--- src/rtl/vend_dispatch_ctrl.sv ---
// vend_dispatch_ctrl: arbitrates buy requests, sequences dispense/change/credit-clear handshakes, tracks stock
// Ports:
//   clk, reset_n          clock (rising edge), asynchronous active-low reset
//   credit                accumulated credit from the coin FSM
//   buy_a, buy_b          buy requests, only honoured in IDLE
//   refill                reload both stock counters (IDLE, no grant that cycle)
//   motor_done            dispenser finished the current item
//   change_ack            change dispenser accepted change_amt
//   motor_a, motor_b      dispenser drive levels
//   change_req/change_amt change payout handshake, amount stable while requested
//   credit_clr            one-cycle pulse telling the coin FSM to clear credit
//   busy, sold_out_a/b, stock_a/b, fault, last_grant  status
module vend_dispatch_ctrl #(
  parameter int CW         = 4,
  parameter int PRICE_A    = 2,
  parameter int PRICE_B    = 3,
  parameter int STOCK_W    = 4,
  parameter int STOCK_INIT = 8,
  parameter int TIMEOUT    = 16
) (
  input  logic               clk,
  input  logic               reset_n,
  input  logic [CW-1:0]      credit,
  input  logic               buy_a,
  input  logic               buy_b,
  input  logic               refill,
  input  logic               motor_done,
  input  logic               change_ack,
  output logic               motor_a,
  output logic               motor_b,
  output logic               change_req,
  output logic [CW-1:0]      change_amt,
  output logic               credit_clr,
  output logic               busy,
  output logic               sold_out_a,
  output logic               sold_out_b,
  output logic [STOCK_W-1:0] stock_a,
  output logic [STOCK_W-1:0] stock_b,
  output logic               fault,
  output logic               last_grant
);
  localparam int TW = $clog2(TIMEOUT + 1);
  typedef enum logic [2:0] {IDLE, DISPENSE, CHANGE, CLEAR, FAULT} state_t;
  state_t state_q, state_d;
  logic prod_q, prod_d, last_q, last_d, fault_q, fault_d;
  logic [CW-1:0] chg_q, chg_d;
  logic [TW-1:0] timer_q, timer_d;
  logic [STOCK_W-1:0] stock_a_q, stock_a_d, stock_b_q, stock_b_d;
  logic motor_a_q, motor_b_q, change_req_q, clr_q;
  logic elig_a, elig_b, gsel;
  assign elig_a = buy_a && credit >= CW'(PRICE_A) && stock_a_q != '0;
  assign elig_b = buy_b && credit >= CW'(PRICE_B) && stock_b_q != '0;
  // gsel: 1 selects B; on a tie the product not served last wins
  assign gsel = (elig_a && elig_b) ? !last_q : elig_b;
  always_comb begin
    state_d   = state_q;
    prod_d    = prod_q;
    chg_d     = chg_q;
    timer_d   = timer_q;
    stock_a_d = stock_a_q;
    stock_b_d = stock_b_q;
    last_d    = last_q;
    fault_d   = fault_q;
    case (state_q)
      IDLE: begin
        if (elig_a || elig_b) begin
          state_d = DISPENSE;
          prod_d  = gsel;
          chg_d   = credit - (gsel ? CW'(PRICE_B) : CW'(PRICE_A));
          timer_d = '0;
        end else if (refill) begin
          stock_a_d = STOCK_W'(STOCK_INIT);
          stock_b_d = STOCK_W'(STOCK_INIT);
        end
      end
      DISPENSE: begin
        // motor_done on the last allowed cycle still counts as a successful vend
        if (motor_done) begin
          state_d   = chg_q != '0 ? CHANGE : CLEAR;
          last_d    = prod_q;
          stock_a_d = prod_q ? stock_a_q : stock_a_q - STOCK_W'(1);
          stock_b_d = prod_q ? stock_b_q - STOCK_W'(1) : stock_b_q;
        end else if (timer_q == TW'(TIMEOUT - 1)) begin
          state_d = FAULT;
          fault_d = 1'b1;
        end else begin
          timer_d = timer_q + TW'(1);
        end
      end
      CHANGE:  state_d = change_ack ? CLEAR : CHANGE;
      CLEAR:   state_d = IDLE;
      default: state_d = FAULT;
    endcase
  end
  // handshake outputs are flopped from the next state so they are glitch-free Moore levels
  always_ff @(posedge clk or negedge reset_n) begin
    if (!reset_n) begin
      state_q      <= IDLE;
      prod_q       <= 1'b0;
      chg_q        <= '0;
      timer_q      <= '0;
      stock_a_q    <= STOCK_W'(STOCK_INIT);
      stock_b_q    <= STOCK_W'(STOCK_INIT);
      last_q       <= 1'b1;
      fault_q      <= 1'b0;
      motor_a_q    <= 1'b0;
      motor_b_q    <= 1'b0;
      change_req_q <= 1'b0;
      clr_q        <= 1'b0;
    end else begin
      state_q      <= state_d;
      prod_q       <= prod_d;
      chg_q        <= chg_d;
      timer_q      <= timer_d;
      stock_a_q    <= stock_a_d;
      stock_b_q    <= stock_b_d;
      last_q       <= last_d;
      fault_q      <= fault_d;
      motor_a_q    <= state_d == DISPENSE && !prod_d;
      motor_b_q    <= state_d == DISPENSE && prod_d;
      change_req_q <= state_d == CHANGE;
      clr_q        <= state_d == CLEAR;
    end
  end
  assign motor_a    = motor_a_q;
  assign motor_b    = motor_b_q;
  assign change_req = change_req_q;
  assign change_amt = chg_q;
  assign credit_clr = clr_q;
  assign busy       = state_q != IDLE;
  assign sold_out_a = stock_a_q == '0;
  assign sold_out_b = stock_b_q == '0;
  assign stock_a    = stock_a_q;
  assign stock_b    = stock_b_q;
  assign fault      = fault_q;
  assign last_grant = last_q;
endmodule

--- config.mk ---
export PLATFORM = sky130hd
export DESIGN_NAME = vend_dispatch_ctrl
export DESIGN_NICKNAME = d
export VERILOG_FILES = /design/src/rtl/vend_dispatch_ctrl.sv
export SDC_FILE = /design/constraint.sdc
export NUM_CORES = 1
export LEC_CHECK = 0
export CORE_UTILIZATION = 45
export DETAILED_ROUTE_END_ITERATION = 6
export GPL_TIMING_DRIVEN = 1
export PLACE_DENSITY = 0.75
export SLEW_MARGIN = 20
export SYNTH_ARGS = -nofsm -noshare
export SYNTH_HDL_FRONTEND = slang
export SYNTH_SLANG_ARGS = --single-unit
--- constraint.sdc ---
create_clock -name clk -period 2.05 [get_ports clk]
set_clock_uncertainty 0.15 [all_clocks]
set_input_delay 0.41 -clock clk [delete_from_list [all_inputs] [get_ports clk]]
set_output_delay 0.41 -clock clk [all_outputs]
set_load 0.05 [all_outputs]
== Word level (Yosys, flattened, before mapping) ==
Cells that the tools add are included.

* Bits of input ports: 11
* Logic and storage cells: 80
* Output and inout bits: 21
* Register bits after elaboration: 27

* Equal/unequal tests: 15
* Reduce and logical (&&, ||, !) cells: 24
* Order comparisons: 2
* $add $sub $neg: 4
* Muxes and demuxes: 22
* Bitwise logic cells: 1

{| class="wikitable"
|+ Operators with widths
! cell !! number
|-
| two-way mux 4 bit || 6
|-
| inequality test 2 bit (second input constant) || 8
|-
| one-hot mux 4 bit (2 select lines) || 2
|-
| two-way mux 5 bit || 3
|-
| == test 3 x 2 -> 1 bit (second input constant) || 4
|-
| one-hot mux 3 bit (4 select lines) || 1
|-
| nonzero test 4 bit || 3
|-
| one-hot mux 5 bit (2 select lines) || 1
|-
| AND reduction 5 bit || 2
|-
| two-way mux 3 bit || 3
|-
| greater-or-equal comparator 4 x 2 -> 1 bit (second input constant) || 2
|-
| zero test 4 bit || 2
|-
| subtractor 4 x 1 -> 4 bit (second input constant) || 2
|-
| logical AND 1 bit || 7
|-
| == test 3 x 1 -> 1 bit (second input constant) || 2
|-
| two-way mux 1 bit || 6
|-
| adder 5 x 1 -> 5 bit (second input constant) || 1
|-
| == test 5 x 4 -> 1 bit (second input constant) || 1
|-
| AND reduction 2 bit || 2
|-
| AND reduction 4 bit || 1
|-
| subtractor 4 x 2 -> 4 bit || 1
|-
| zero test 3 bit || 1
|-
| AND reduction 3 bit || 1
|-
| nonzero test 3 bit || 1
|-
| 4 further kinds || 5
|}

== Longest topological paths before layout ==
Gate-level depths: netlist of the first run.

* Depth after elaboration: 9
* Depth in mapped cells: 10
* Mapped depth without buffers: 10

== Least setup slack after synthesis of the first run ==
OpenSTA, ideal clock, no wires.

* Kind: register -> register
* From: register stock_a_q[0] (netlist: stock_a[0])
* To: register chg_q[2] (netlist: change_amt[2])
* Arrival time: 2699 ps
* Path buffers: 0
* Required time: 1775 ps
* Setup time: 125 ps
* Cell stages (with the launch flop): 11
* Period minus slack after synthesis: 2974 ps
* Slack: -924 ps
* Path through: dfrtp_1 inv_1 ha_1 nor3b_2 nor2_1 a21boi_1 ha_1 inv_1 ha_1 xnor2_1 mux2_2

* Cells in the longest elaborated chain, start to end: 6
* Elaborated cells between the ends (all ways): 8
* Those cells by class: add/sub (1); mux (2); reduce/logical (5)

{| class="wikitable"
|+ RTL lines
! what !! line !! source
|-
| from (decl) || 48 || <nowiki>logic [STOCK_W-1:0] stock_a_q, stock_a_d, stock_b_q, stock_b_d;</nowiki>
|-
| from (signal assigned) || 102 || <nowiki>stock_a_q <= STOCK_W'(STOCK_INIT);</nowiki>
|-
| from (signal assigned) || 115 || <nowiki>stock_a_q <= stock_a_d;</nowiki>
|-
| nonzero test 4 bit (*) || 51 || <nowiki>assign elig_a = buy_a && credit >= CW'(PRICE_A) && stock_a_q != '0;</nowiki>
|-
| logical AND 1 bit (*) || 51 ||
|-
| logical AND 1 bit || 54 || <nowiki>assign gsel = (elig_a && elig_b) ? !last_q : elig_b;</nowiki>
|-
| two-way mux 1 bit || 54 ||
|-
| two-way mux 1 bit || 69 || <nowiki>chg_d = credit - (gsel ? CW'(PRICE_B) : CW'(PRICE_A));</nowiki>
|-
| subtractor 4 x 2 -> 4 bit || 69 ||
|-
| to (signal assigned) || 113 || <nowiki>chg_q <= chg_d;</nowiki>
|-
| to (decl) || 46 || <nowiki>logic [CW-1:0] chg_q, chg_d;</nowiki>
|}

Every way passes the cells marked *; elsewhere a longest branch is shown, timed or not.
A chain may end at the register's enable or synchronous reset.

== Worst setup path after layout of the first run ==
* From: register stock_a_q[1] (netlist: stock_a[1])
* To: register chg_q[2] (netlist: change_amt[2])

The elaborated chain is that of the path after synthesis.

==> flow_summary_export.csv, run 1 <==
group,metric,value,unit
pwr,p_leak,0.00106,µW
floorplan,io_pins,32,
finish,layout-drive-gt1-share,0.500,
placement,dp.cells,240,
critical_path,crit_path_start_kind,"register",
floorplan,dieArea,3420,µm²
global_routing,gr-total-overflow,0,
clock_tree,cts-buffers-inserted,3,
logic_synthesis,seq_area_frac_synth,0.473,
finish,instances_no_fill,250,
critical_path,cp-end-kind,"register",
min_path,hold_class,"input pin to asynchronous set/reset pin",
clock_tree,hold_buffers,0,
logic_synthesis,synth_common_cells,"dfrtp_1 (24), inv_1 (11), nor2_1 (11), nand2_1 (10), ha_1 (8)",
drt,drt_iter0_markers,29,
logic_synthesis,syn-cell-area,1440,µm²
critical_path,cp-endpoint,"change_amt[2]",
status,violations,"negative setup slack",
pwr,p_total,3710,µW
finish,final_nets,226,
logic_synthesis,synth_async_sr_flop_share,1.00,
drt,route.detailed.wl_per_inst,14.8,µm
finish,diodes,0,
pwr,vdd_ir_drop_max,1.50,mV
critical_path,crit_required,2.13,ns
critical_path,reg2reg_depth,10,
timing,setup_viol,12,
run,max-cap-violations,0,
clock_tree,clkLatencyLatePin,0.32,ns
drt,final_antenna_net_count,0,
clock_tree,cts_max_level,1,
floorplan,die_w,58.5,µm
critical_path,worstPathCellList,"inv_2 -> ha_4 -> nor3b_4 -> nor2_2 -> a21boi_2 -> ha_2 -> inv_2 -> ha_4 -> xnor2_2 -> mux2_4",
clock_tree,clockBufferDepth,2,
floorplan,start_util,0.474,
critical_path,crit_type,"register to register",
global_routing,grt_pass1_wl,5820,µm
drt,viasPerCell,5.34,
timing,timing.slew.headroom,0.663,
logic_synthesis,synth_edf_count,0,
timing,fin_crit_sh,1.06,
logic_synthesis,synth_area_leaders,"dfrtp_1 (42%), ha_1 (7.0%), dfstp_2 (5.5%), inv_1 (2.9%), nor2_1 (2.9%)",
timing,hold_ws,0.283,ns
critical_path,r2r_start,"stock_a[1]",
logic_synthesis,syn_inst,140,
global_routing,grt_usage,0.224,
logic_synthesis,synth_top_area_frac,0.418,
finish,syn2layout_area_growth,58.4,%
timing,fin_ws,-0.132,ns
placement,place_hpwl,2690,µm
global_routing,grt_max_degree,28,
critical_path,cp_data_arrival_time,2.26,ns
timing,setup-tns-final,-0.727,ns
pwr,power_density,1630,nW/µm²
drt,route.detailed.drc,0,
critical_path,rr_endpoint,"change_amt[2]",
logic_synthesis,yosysWarnings,0,
floorplan,die_h,58.5,µm
floorplan,fp-row-count,20,
logic_synthesis,synthFlopType,"dfrtp_1",
finish,fillers,216,
clock_tree,tritoncts,"built",
logic_synthesis,synth_cell_type_count,43,
drt,vias,1335,
timing,fin_crit,2.18,ns
clock_tree,clockRootBuffer,"clkbuf_4",
global_routing,grt_pass1_vias,1299,
timing,rsz0062_at_grt,"yes",
critical_path,crit_path_start,"stock_a[1]",
timing,fmax,458,MHz
logic_synthesis,syn-num-nets,159,
critical_path,rrSetupSlack,-0.13,ns
floorplan,coreArea,3030,µm²
timing,slew_violations,0,
global_routing,antenna_found_initial,0,
logic_synthesis,avgSynthCellArea,10.3,µm²
placement,gp_congestion,0.806,
status,status,"finished with violations",
critical_path,slowest_delay,0.44,ns
drt,dr.pass1.iters,4,
logic_synthesis,ys_ff_latch,27,
drt,routed_wl,3700,µm
logic_synthesis,yosys.area.top_type,"dfrtp_1",
critical_path,critPathMaxFanout,2,
critical_path,cp_slowest_cell,"dfrtp_2",
clock_tree,cts_sinks,27,
placement,io_buffers,31,
placement,place_ws,-0.453,ns
logic_synthesis,synth_most_common_cell,"dfrtp_1",
timing,hold_viol_final,0,
timing,worstMarginPinSlew,0.504,ns
clock_tree,clk_pin_slew_worst_paths,0.16,ns
## worst min path at each step
| stage | cells past startpoint | slack [ns] | to | startpoint |
|---|---|---|---|---|
| after floorplan | 0 | -0.04 | change_amt[0] | reset_n |
| after global placement | 1 | 0.30 | fault | fault |
| after detailed placement | 1 | 0.32 | fault | fault |
| after CTS | 2 | 0.29 | stock_a[2] | reset_n |
| after global routing | 2 | 0.31 | stock_a[0] | reset_n |
| final | 2 | 0.28 | state_q[0] | reset_n |
## layout by cell type, fill, tap and decap left out, types with 4 or more instances in the layout
master / count
buf_6: 4
nand3_1: 4
buf_4: 45
clkdlybuf4s50_1: 10
buf_12: 5
inv_1: 6
dfrtp_2: 5
a21oi_1: 5
nand2_1: 10
nor2_1: 8
dfrtp_1: 19
a31oi_1: 4
o21ai_2: 4
nor2b_1: 4
inv_2: 5
## kinds of logic (layout without fill, tap and decap cells)
kind of cell / after synthesis / in the layout / synth area share
AND/OR/NAND/NOR: 54 / 54 / 0.228
AO/OA/AOI/OAI: 28 / 28 / 0.133
flip-flops: 27 / 27 / 0.473
buffers and inverters: 16 / 82 / 0.0488
adder cells (fa/ha/maj): 8 / 8 / 0.0697
XOR/XNOR: 4 / 4 / 0.0244
multiplexers: 3 / 3 / 0.0227
## power by group
part           leakage, µW  internal, µW  switching [µW]
clock            0.0000139          74.5             167
sequential        0.000331           756             212
combinational     0.000717          1110            1380
total              0.00106          1940            1760
## final cells by class
class / count / area [µm²] / area share
inverter: 11 / 41.3 / 0.0182
timing repair buffer: 67 / 621 / 0.273
multi-input combinational: 97 / 841 / 0.370
clock buffer: 3 / 22.5 / 0.00991
sequential: 27 / 686 / 0.302
tap: 44 / 55.1 / 0.0242
clock inverter: 1 / 7.51 / 0.00330
## what timing repair did
item,4_1_cts,5_1_grt
resized for setup,3,24
setup endpoints to repair,6,22
pin swaps,1,8
setup buffers,1,6
## flip-flops by register name, summed over array words and instances (netlist names)
| register | flops |
|---|---|
| change_amt | 4 |
| change_req | 1 |
| credit_clr | 1 |
| fault | 1 |
| last_grant | 1 |
| motor_a | 1 |
| motor_b | 1 |
| prod_q | 1 |
| state_q | 3 |
| stock_a | 4 |
| stock_b | 4 |
| timer_q | 5 |
## critical path, delay by kind of cell, from the launching register on
family | cells | cell delay (ns)
fa+ha+maj | 3 | 0.47
flops | 1 | 0.44
simple gates | 2 | 0.33
mux | 1 | 0.26
compound gates | 1 | 0.17
buf+inv | 2 | 0.13
xor+xnor | 1 | 0.13
## routing by layer
layer  wire [µm]  share of wire  vias up  GRT usage
li1            -              -      634          -
met1        1580           0.43      655      0.299
met2        1920           0.52       38      0.378
met3         148          0.040        8     0.0352
met4          60          0.016        0     0.0646
met5           0              0        -          0
## through the flow
step           area [µm²]  utilization
3_3_place_gp         2080        0.687
5_1_grt              2270        0.751
6_report             2270        0.751
4_1_cts              2130        0.702
2_1_floorplan        1510            -
3_5_place_dp         2080        0.687
(Power assumes the default switching activity.)
==> run 2, diff against run 1 <==
--- a/config.mk
+++ b/config.mk
@@ -6,9 +6,10 @@
 export NUM_CORES = 1
 export LEC_CHECK = 0
 export CORE_UTILIZATION = 45
+export CTS_CLUSTER_DIAMETER = 150
 export DETAILED_ROUTE_END_ITERATION = 6
 export GPL_TIMING_DRIVEN = 1
-export PLACE_DENSITY = 0.75
+export PLACE_DENSITY = 0.84
 export SLEW_MARGIN = 20
 export SYNTH_ARGS = -nofsm -noshare
 export SYNTH_HDL_FRONTEND = slang
==> run 2 against run 1 <==
  * The flow still finishes with violations (negative setup slack)
  * Maximum frequency grew 0.21%
  * First-iteration DRC count grew 86%
  * Setup slack gained 0.0047 ns
  * Design area shrank 3.7%
  * Sequential cell count is the same
  * Combinational power shrank 8%
  * Critical path depth is the same
  * Worst hold slack lost 0.031 ns
  * Sequential share of layout area grew 1.2 points
==> flow_summary_export.csv, run 2 (synthesis results as in run 1) <==
group,metric,value,unit
floorplan,fp-row-count,20,
finish,layout-drive-gt1-share,0.456,
drt,route.detailed.wl_per_inst,15.2,µm
clock_tree,cts_sinks,27,
pwr,vdd_ir_drop_max,1.13,mV
critical_path,crit_path_start,"stock_a[0]",
critical_path,slowest_delay,0.44,ns
critical_path,worstPathCellList,"inv_2 -> ha_4 -> nor3b_4 -> nor2_2 -> a21boi_2 -> ha_2 -> inv_2 -> ha_4 -> xnor2_1 -> mux2_2",
drt,vias,1300,
critical_path,cp_slowest_cell,"dfrtp_2",
floorplan,die_h,58.5,µm
global_routing,antenna_found_initial,0,
timing,fin_crit,2.18,ns
finish,largest_reg_flops,5,
timing,timing.slew.headroom,0.679,
clock_tree,tritoncts,"built",
floorplan,die_w,58.5,µm
critical_path,cp-end-kind,"register",
min_path,hold_class,"input pin to asynchronous set/reset pin",
timing,rsz0062_at_grt,"yes",
pwr,power.internal,1820,µW
critical_path,reg2reg_depth,10,
finish,syn2layout_area_growth,52.6,%
status,status,"finished with violations",
clock_tree,clkLatencyLatePin,0.35,ns
global_routing,gr-total-overflow,0,
timing,slew_violations,0,
floorplan,start_util,0.474,
finish,final_nets,224,
critical_path,rrSetupSlack,-0.13,ns
drt,viasPerCell,5.24,
clock_tree,cts_max_level,1,
clock_tree,clockRootBuffer,"clkbuf_4",
global_routing,grt_max_degree,28,
finish,final_common_cell,"buf_4",
critical_path,cp_data_arrival_time,2.29,ns
floorplan,dieArea,3420,µm²
critical_path,critPathMaxFanout,2,
drt,final_antenna_net_count,0,
timing,fin_ws,-0.127,ns
drt,routed_wl,3780,µm
critical_path,crit_path_start_kind,"register",
placement,gp_congestion,0.854,
drt,dr.pass1.iters,4,
finish,diodes,0,
critical_path,crit_type,"register to register",
pwr,p_sw,1720,µW
clock_tree,clockBufferDepth,2,
placement,dpl_cell_area,2070,µm²
floorplan,io_pins,32,
finish,fillers,226,
pwr,clkPwrFrac,0.072,
placement,place_ws,-0.439,ns
status,violations,"negative setup slack",
drt,route.detailed.drc,0,
timing,fmax,459,MHz
pwr,p_leak,0.000995,µW
clock_tree,cts-buffers-inserted,3,
pwr,seqPwrFrac,0.275,
global_routing,grt_pass1_vias,1212,
critical_path,r2r_start,"stock_a[0]",
timing,setup_viol,4,
timing,fin_crit_sh,1.06,
timing,worstMarginPinSlew,0.484,ns
global_routing,grt_pass1_wl,6000,µm
placement,place_hpwl,2810,µm
finish,stdcell_area,2190,µm²
critical_path,rr_endpoint,"change_amt[2]",
critical_path,crit_required,2.16,ns
placement,io_buffers,31,
run,max-cap-violations,0,
pwr,power_frac_comb,0.653,
clock_tree,clk_pin_slew_worst_paths,0.15,ns
pwr,power_density,1620,nW/µm²
floorplan,coreArea,3030,µm²
finish,largest-register,"timer_q",
timing,hold_viol_final,0,
global_routing,grt_usage,0.244,
drt,drt_iter0_markers,54,
finish,mostFrequentLayoutCells,"buf_4 (46), dfrtp_1 (19), nand2_1 (10), clkdlybuf4s50_1 (10), nor2_1 (8)",
pwr,swShare,0.487,
run 2: changes by cell type in the layout (fill, tap and decap cells not counted), sizes merged:
cell / before / now
buf: 54 / 51
dlygate4sd2: 0 / 4
dlymetal6s2s: 3 / 0
run 2: worst max path at each step:
stage                          to  cells after the start
CTS                 change_amt[2]                     10
global placement    change_amt[2]                      9
floorplan           change_amt[2]                     10
detailed placement  change_amt[2]                      9
global route        change_amt[2]                     10
finish              change_amt[2]                     10
run 2: worst max-delay path, delay by kind of cell, from the launching register on:
kind                       cells  cell delay (ns)
DFF                            1             0.44
buffers and inverters          2             0.13
xor gates and xnor gates       1             0.11
and+or+nand+nor                2             0.35
adders and majority gates      3             0.46
AOI/OAI and AO/OA              1             0.17
muxes                          1             0.26
run 2: cell type report:
cell class / instances / area (µm²) / area share
tap: 44 / 55.1 / 0.0251
clock inverter: 1 / 7.51 / 0.00343
sequential: 27 / 686 / 0.313
timing repair buffer: 65 / 572 / 0.261
clock buffer: 3 / 22.5 / 0.0103
inverter: 11 / 41.3 / 0.0189
multi-input combinational: 97 / 806 / 0.368
run 2: layer usage:
layer / vias to the layer above / track usage / routed length (µm)
li1: 624 / - / -
met1: 629 / 0.334 / 1650
met2: 41 / 0.397 / 1930
met3: 6 / 0.0198 / 126
met4: 0 / 0.112 / 72
met5: - / 0 / 0
run 2: power groups by stage:
| stage | logic (µW) | registers (µW) | clock network (µW) |
|---|---|---|---|
| 4_1_cts | 2230 | 962 | 260 |
| 5_1_grt | 2460 | 1010 | 277 |
| 3_3_place_gp | 2140 | 961 | 0 |
| 6_report | 2310 | 975 | 254 |
| 3_5_place_dp | 2220 | 972 | 0 |
| 2_1_floorplan | 855 | 1450 | 0 |
run 2: repair_timing:
action / in CTS / in global routing
resized for setup: 6 / 11
setup endpoints to repair: 12 / 23
hold buffers: 0 / 0
buffers inserted: 3 / 2
hold endpoints to repair: 0 / 0
pin swaps: 0 / 7
gates cloned: 0 / 0
run 2: through the flow:
step	std cells	power (µW)	TNS [ns]	hold WS, ns	util
2_1_floorplan	140	2300	-4.39	-0.0356	-
3_3_place_gp	239	3100	-3.79	0.302	0.685
3_5_place_dp	239	3190	-5.80	0.313	0.685
4_1_cts	246	3450	-0.216	0.255	0.703
5_1_grt	248	3750	-0.876	0.277	0.723
6_report	248	3540	-0.360	0.252	0.723
